<file path="src/rtl/hunt_the_bit_arcade.sv">
// Hunt-the-bit game core: a lit bit walks the LED bank, the player presses the matching button.
// Optional HUNT_THE_BIT_LFSR_EN: after a hit flash, pos jumps to a pseudo-random LED.
module hunt_the_bit_arcade #(
  parameter int unsigned Width       = 16,
  parameter int unsigned MaxPeriod   = 25_000_000,
  parameter int unsigned MinPeriod   = 2_500_000,
  parameter int unsigned PeriodStep  = 2_500_000,
  parameter int unsigned LevelUpHits = 8,
  parameter int unsigned MaxLevel    = 15,
  parameter int unsigned Lives       = 3,
  parameter int unsigned FlashCycles = 5_000_000,
  parameter int unsigned PointsWidth = 32
) (
  input  logic                            clk,
  input  logic                            rst,
  input  logic [Width-1:0]                button,
  input  logic                            start,
  input  logic                            dir,
  output logic [Width-1:0]                led,
  output logic [PointsWidth-1:0]          points,
  output logic [$clog2(MaxLevel+1)-1:0]   level,
  output logic [$clog2(Lives+1)-1:0]      lives,
  output logic                            game_over
);

  localparam int unsigned PosW   = $clog2(Width);
  localparam int unsigned CntMax = (MaxPeriod > FlashCycles) ? MaxPeriod : FlashCycles;
  localparam int unsigned CntW   = $clog2(CntMax + 1);
  localparam int unsigned PerW   = $clog2(MaxPeriod + 1);
  localparam int unsigned HitW   = $clog2(LevelUpHits + 1);
  localparam int unsigned LevelW = $clog2(MaxLevel + 1);
  localparam int unsigned LivesW = $clog2(Lives + 1);

  typedef enum logic [1:0] {StIdle, StPlay, StFlash, StOver} state_e;

  state_e                 state_q, state_d;
  logic [PosW-1:0]        pos_q, pos_d, flash_pos;
  logic [CntW-1:0]        tick_q, tick_d;
  logic [PerW-1:0]        period_q, period_d;
  logic [HitW-1:0]        hits_q, hits_d;
  logic [PointsWidth-1:0] points_q, points_d;
  logic [PointsWidth:0]   sum;
  logic [LevelW-1:0]      level_q, level_d;
  logic [LivesW-1:0]      lives_q, lives_d;
  logic                   blink_q, blink_d;
  logic [Width-1:0]       button_q, btn_edge, onehot;
  logic                   start_q, start_edge;

  function automatic logic [PosW-1:0] step_pos(input logic [PosW-1:0] p, input logic d);
    if (d) return (p == '0) ? PosW'(Width - 1) : p - 1'b1;
    else   return (p == PosW'(Width - 1)) ? '0 : p + 1'b1;
  endfunction

`ifdef HUNT_THE_BIT_LFSR_EN
  logic [15:0]     lfsr_q;
  logic [PosW-1:0] rnd;

  always_ff @(posedge clk) begin
    if (rst) lfsr_q <= 16'hACE1;
    else     lfsr_q <= {1'b0, lfsr_q[15:1]} ^ (lfsr_q[0] ? 16'hB400 : 16'h0000);
  end

  // Fold the random index into range; never land on the LED that was just hit.
  always_comb begin
    rnd = lfsr_q[PosW-1:0];
    if (32'(rnd) >= Width) rnd = rnd - PosW'(Width);
    flash_pos = (rnd == pos_q) ? step_pos(pos_q, dir) : rnd;
  end
`else
  assign flash_pos = step_pos(pos_q, dir);
`endif

  assign btn_edge   = button & ~button_q;
  assign start_edge = start & ~start_q;
  assign onehot     = Width'(1) << pos_q;
  assign sum        = {1'b0, points_q} + (PointsWidth+1)'(level_q) + (PointsWidth+1)'(1);

  always_comb begin
    state_d  = state_q;
    pos_d    = pos_q;
    tick_d   = tick_q;
    period_d = period_q;
    hits_d   = hits_q;
    points_d = points_q;
    level_d  = level_q;
    lives_d  = lives_q;
    blink_d  = blink_q;
    if (start_edge) begin
      state_d  = StPlay;
      pos_d    = '0;
      tick_d   = '0;
      period_d = PerW'(MaxPeriod);
      hits_d   = '0;
      points_d = '0;
      level_d  = '0;
      lives_d  = LivesW'(Lives);
      blink_d  = 1'b0;
    end else begin
      unique case (state_q)
        StPlay: begin
          if (btn_edge != '0) begin
            // Hit/miss wins over the step terminal count, so pos never double-advances.
            if (btn_edge == onehot) begin
              points_d = sum[PointsWidth] ? '1 : sum[PointsWidth-1:0];
              tick_d   = '0;
              state_d  = StFlash;
              if (32'(hits_q) + 1 == LevelUpHits) begin
                hits_d = '0;
                if (32'(level_q) < MaxLevel) begin
                  level_d  = level_q + 1'b1;
                  period_d = (32'(period_q) >= MinPeriod + PeriodStep) ?
                             period_q - PerW'(PeriodStep) : PerW'(MinPeriod);
                end
              end else begin
                hits_d = hits_q + 1'b1;
              end
            end else begin
              lives_d = lives_q - 1'b1;
              if (lives_q == LivesW'(1)) begin
                state_d = StOver;
                tick_d  = '0;
                blink_d = 1'b1;
              end
            end
          end else if (32'(tick_q) + 1 == 32'(period_q)) begin
            tick_d = '0;
            pos_d  = step_pos(pos_q, dir);
          end else begin
            tick_d = tick_q + 1'b1;
          end
        end
        StFlash: begin
          if (32'(tick_q) + 1 == FlashCycles) begin
            tick_d  = '0;
            pos_d   = flash_pos;
            state_d = StPlay;
          end else begin
            tick_d = tick_q + 1'b1;
          end
        end
        StOver: begin
          if (32'(tick_q) + 1 == MaxPeriod) begin
            tick_d  = '0;
            blink_d = ~blink_q;
          end else begin
            tick_d = tick_q + 1'b1;
          end
        end
        default: ;
      endcase
    end
  end

  always_ff @(posedge clk) begin
    if (rst) begin
      state_q  <= StIdle;
      pos_q    <= '0;
      tick_q   <= '0;
      period_q <= PerW'(MaxPeriod);
      hits_q   <= '0;
      points_q <= '0;
      level_q  <= '0;
      lives_q  <= LivesW'(Lives);
      blink_q  <= 1'b0;
      button_q <= '1;
      start_q  <= 1'b1;
    end else begin
      state_q  <= state_d;
      pos_q    <= pos_d;
      tick_q   <= tick_d;
      period_q <= period_d;
      hits_q   <= hits_d;
      points_q <= points_d;
      level_q  <= level_d;
      lives_q  <= lives_d;
      blink_q  <= blink_d;
      button_q <= button;
      start_q  <= start;
    end
  end

  always_comb begin
    led = '0;
    unique case (state_q)
      StPlay:  led = onehot;
      StFlash: led = '1;
      StOver:  led = blink_q ? '1 : '0;
      default: led = '0;
    endcase
  end

  assign points    = points_q;
  assign level     = level_q;
  assign lives     = lives_q;
  assign game_over = (state_q == StOver);

endmodule
</file>
<file path="config.mk">
export PLATFORM = sky130hd
export DESIGN_NAME = hunt_the_bit_arcade
export DESIGN_NICKNAME = d
export VERILOG_FILES = /design/src/rtl/hunt_the_bit_arcade.sv
export SDC_FILE = /design/constraint.sdc
export NUM_CORES = 1
export LEC_CHECK = 0
export CAP_MARGIN = 20
export CORE_ASPECT_RATIO = 0.5
export CORE_UTILIZATION = 40
export DETAILED_ROUTE_END_ITERATION = 10
export DONT_BUFFER_PORTS = 1
export GPL_TIMING_DRIVEN = 0
export PLACE_DENSITY = 0.58
export SKIP_CTS_REPAIR_TIMING = 1
export SKIP_LAST_GASP = 1
export SYNTH_ARGS = -nofsm -noshare
export SYNTH_HDL_FRONTEND = slang
export SYNTH_SLANG_ARGS = --single-unit
export TNS_END_PERCENT = 1
</file>
<file path="constraint.sdc">
create_clock -name clk -period 8 [get_ports clk]
set_input_delay 1.6 -clock clk [delete_from_list [all_inputs] [get_ports clk]]
set_output_delay 1.6 -clock clk [all_outputs]
set_load 0.01 [all_outputs]
</file>
==> results.yml <==
status:
  status: "completed"
min_path:
  hp-start: "tick_q[1]"
  hold_path_class: "register to register"
  min_to: "tick_q[1]"
  hold_path_depth: 2
global_routing:
  grt_max_degree: 21
  grt_overflow: 0
  grtUsageTotal_pct: 22.53
  grt_pass1_vias: 6013
  met2_usage_pct: 36.79
  antenna_found_initial: 0
  grt_busiest_layer: "met2"
  grt_pass1_wl_um: 32210
  groute.layer.met3.usage_pct: 5.140
  met1_usage_pct: 30.40
placement:
  dp_hpwl_um: 15060
  placed_cell_area_um2: 7376
  routabilityCongestion: 0.9592
  place.port_buffers: 0
  dp.cells: 1124
setup_path:
  cp-end-kind: "register"
  crit_chain: "nor2b_1, a31oi_1, a2111oi_0, nor4b_2, nand3_2, nand3b_1, clkbuf_1, nor2_1, and2_1, o21ai_1"
  reg2reg_to: "period_q[21]"
  crit_arrival_ps: 4790
  ff2ff_path_depth: 11
  crit_slowest_cell: "nor4b_2"
  reg2reg_from: "pos_q[0]"
  startpoint_type: "primary input"
  crit_type: "primary input to register"
  crit_required_ps: 8230
  crit_path_max_incr_delay_ps: 670
  reg2reg_slack_ps: 3860
  cp_max_fo: 10
yosys:
  synth_largest_area_cell: "dfxtp_1"
  ys_seq_area_share_pct: 31.33
  netlist_top_cells_area: "dfxtp_1, xnor2_1, nor2_1, a21oi_1, xor2_1"
  synth_warnings: 0
  syn_avg_cell_area_um2: 7.906
  synth_edf_count: 0
  yosysUniqueCellTypes: 80
  async_reset_ff_share_pct: 0
  syn_area_um2: 7092
  synth_cells: 897
  synth_nets: 935
  synthFlopType: "dfxtp_1"
  ys_seq_elements: 111
  synth_top_cell_area_share_pct: 31.33
cells_and_area:
  multi_input_area_um2: 4517
  nFillCells: 1727
  stdcell_count: 1139
  design_area_um2: 7665
  area_growth_pct: 8.080
  final_cell_mix: "dfxtp_1, nor2_1, nand2_1"
  num_antenna_cells: 0
  register_area_um2: 2222
  nets: 946
  drive_above_1_share_pct: 9.320
  final_common_cell: "dfxtp_1"
clock_tree:
  clk_latency_ps: 360
  cts_made_buffers: 9
  clock_sinks: 111
  cts_max_level: 3
  cts_tree: "built"
  root_buffer: "clkbuf_16"
  clk_pin_slew_ps: 80
  clockBufferDepth: 2
die:
  initial_core_util_pct: 42.10
  core_area_um2: 16850
  die_x_um: 190.3
  io_pins: 75
  rows: 33
  die_h_um: 96.16
  die_area_um2: 18300
sta:
  tns_ps: 0
  rsz0062_at_grt: "no"
  finalCritPeriodShare_pct: 57.07
  tightest_slew_ps: 855.7
  maxSlewViolCount: 0
  period_needed_ps: 4566
  max_freq_mhz: 219.0
  finalSetupViolCount: 0
  relSlewSlack_pct: 42.43
  finClkSkew_ps: 12.40
  hold_viol_final: 0
drt:
  drtPass1Iterations: 4
  drt_iter0_markers: 396
  num_vias: 6466
  viasPerCell: 5.677
  drc: 0
  ant_nets: 0
  wire_per_inst_um: 17.65
  wl_um: 20100
job:
  maxCapViolations: 0
power_and_ir_drop:
  p_leak_nw: 2.694
  ir_drop_v: 0.0001095
  p_per_area_nw_per_um2: 139.5
-- per-stage QoR --
stage	power [mW]	hold WS (ps)	utilization [%]	setup WS, ps
4_1_cts	1.079	535.2	45.50	3479
2_1_floorplan	0.6096	464.1	-	4008
3_3_place_gp	0.6239	516.3	43.78	3136
6_report	1.069	537.7	45.50	3434
5_1_grt	1.108	566.3	45.50	3130
3_5_place_dp	0.6248	523.8	43.78	3120
-- registers in the layout (all words and copies together), names as in the netlist --
name / flops
tick_q: 25
button_q: 16
pos_q: 4
state_q: 2
points: 32
hits_q: 4
lives: 2
level: 4
start_q: 1
blink_q: 1
period_q: 20
-- synthesized netlist by cell type, types with 17 or more instances --
cell      instances
dfxtp_1         111
nor2_1           96
nand2_1          62
xnor2_1          56
a21oi_1          55
clkbuf_1         40
o21ai_0          39
nand3_1          38
xor2_1           29
nor3_1           27
or2_2            27
inv_1            22
nand4_1          22
nor2b_1          20
ha_1             17
-- metal layers --
layer,wire (um),up-vias
li1,-,3212
met1,10010,3096
met2,8812,139
met3,1042,19
met4,235,0
met5,0,-
-- kinds of logic (layout without fill, tap and decap cells) --
family | after synthesis | in the layout | synth area share, %
and+or+nand+nor | 399 | 399 | 30.56
xor gates and xnor gates | 85 | 85 | 10.50
AOI/OAI and AO/OA | 187 | 187 | 17.34
muxes | 14 | 14 | 2.011
DFF | 111 | 111 | 31.33
buffers and inverters | 83 | 98 | 4.975
adders and majority gates | 18 | 18 | 3.282
-- area by class of cell --
class                      instances  share of cell area [%]
multi-input combinational        703                   58.93
clock inverter                     6                  0.8325
tap                              227                   3.706
inverter                          22                   1.077
clock buffer                       9                   2.938
buffer                            61                   3.526
sequential                       111                   28.99
-- how the worst max path moves through the flow --
stage | from | end | slack [ps]
3_5_place_dp | button[15] | period_q[21] | 3120
5_1_grt | button[15] | period_q[21] | 3130
6_report | button[15] | period_q[21] | 3430
2_1_floorplan | button[15] | period_q[24] | 4010
3_3_place_gp | button[15] | period_q[21] | 3140
4_1_cts | button[15] | period_q[21] | 3480
-- power by group --
part | switching, mW | internal, mW
registers | 0.00284 | 0.558
clock network | 0.238 | 0.219
logic | 0.0339 | 0.0174
total | 0.275 | 0.794
-- critical path, delay by kind of cell --
kind                   cells  cell delay [ps]
AO/OA/AOI/OAI              3              620
buffers and inverters      1              280
AND/OR/NAND/NOR            6             2290
No activity file was read; power rests on OpenSTA's default activity.
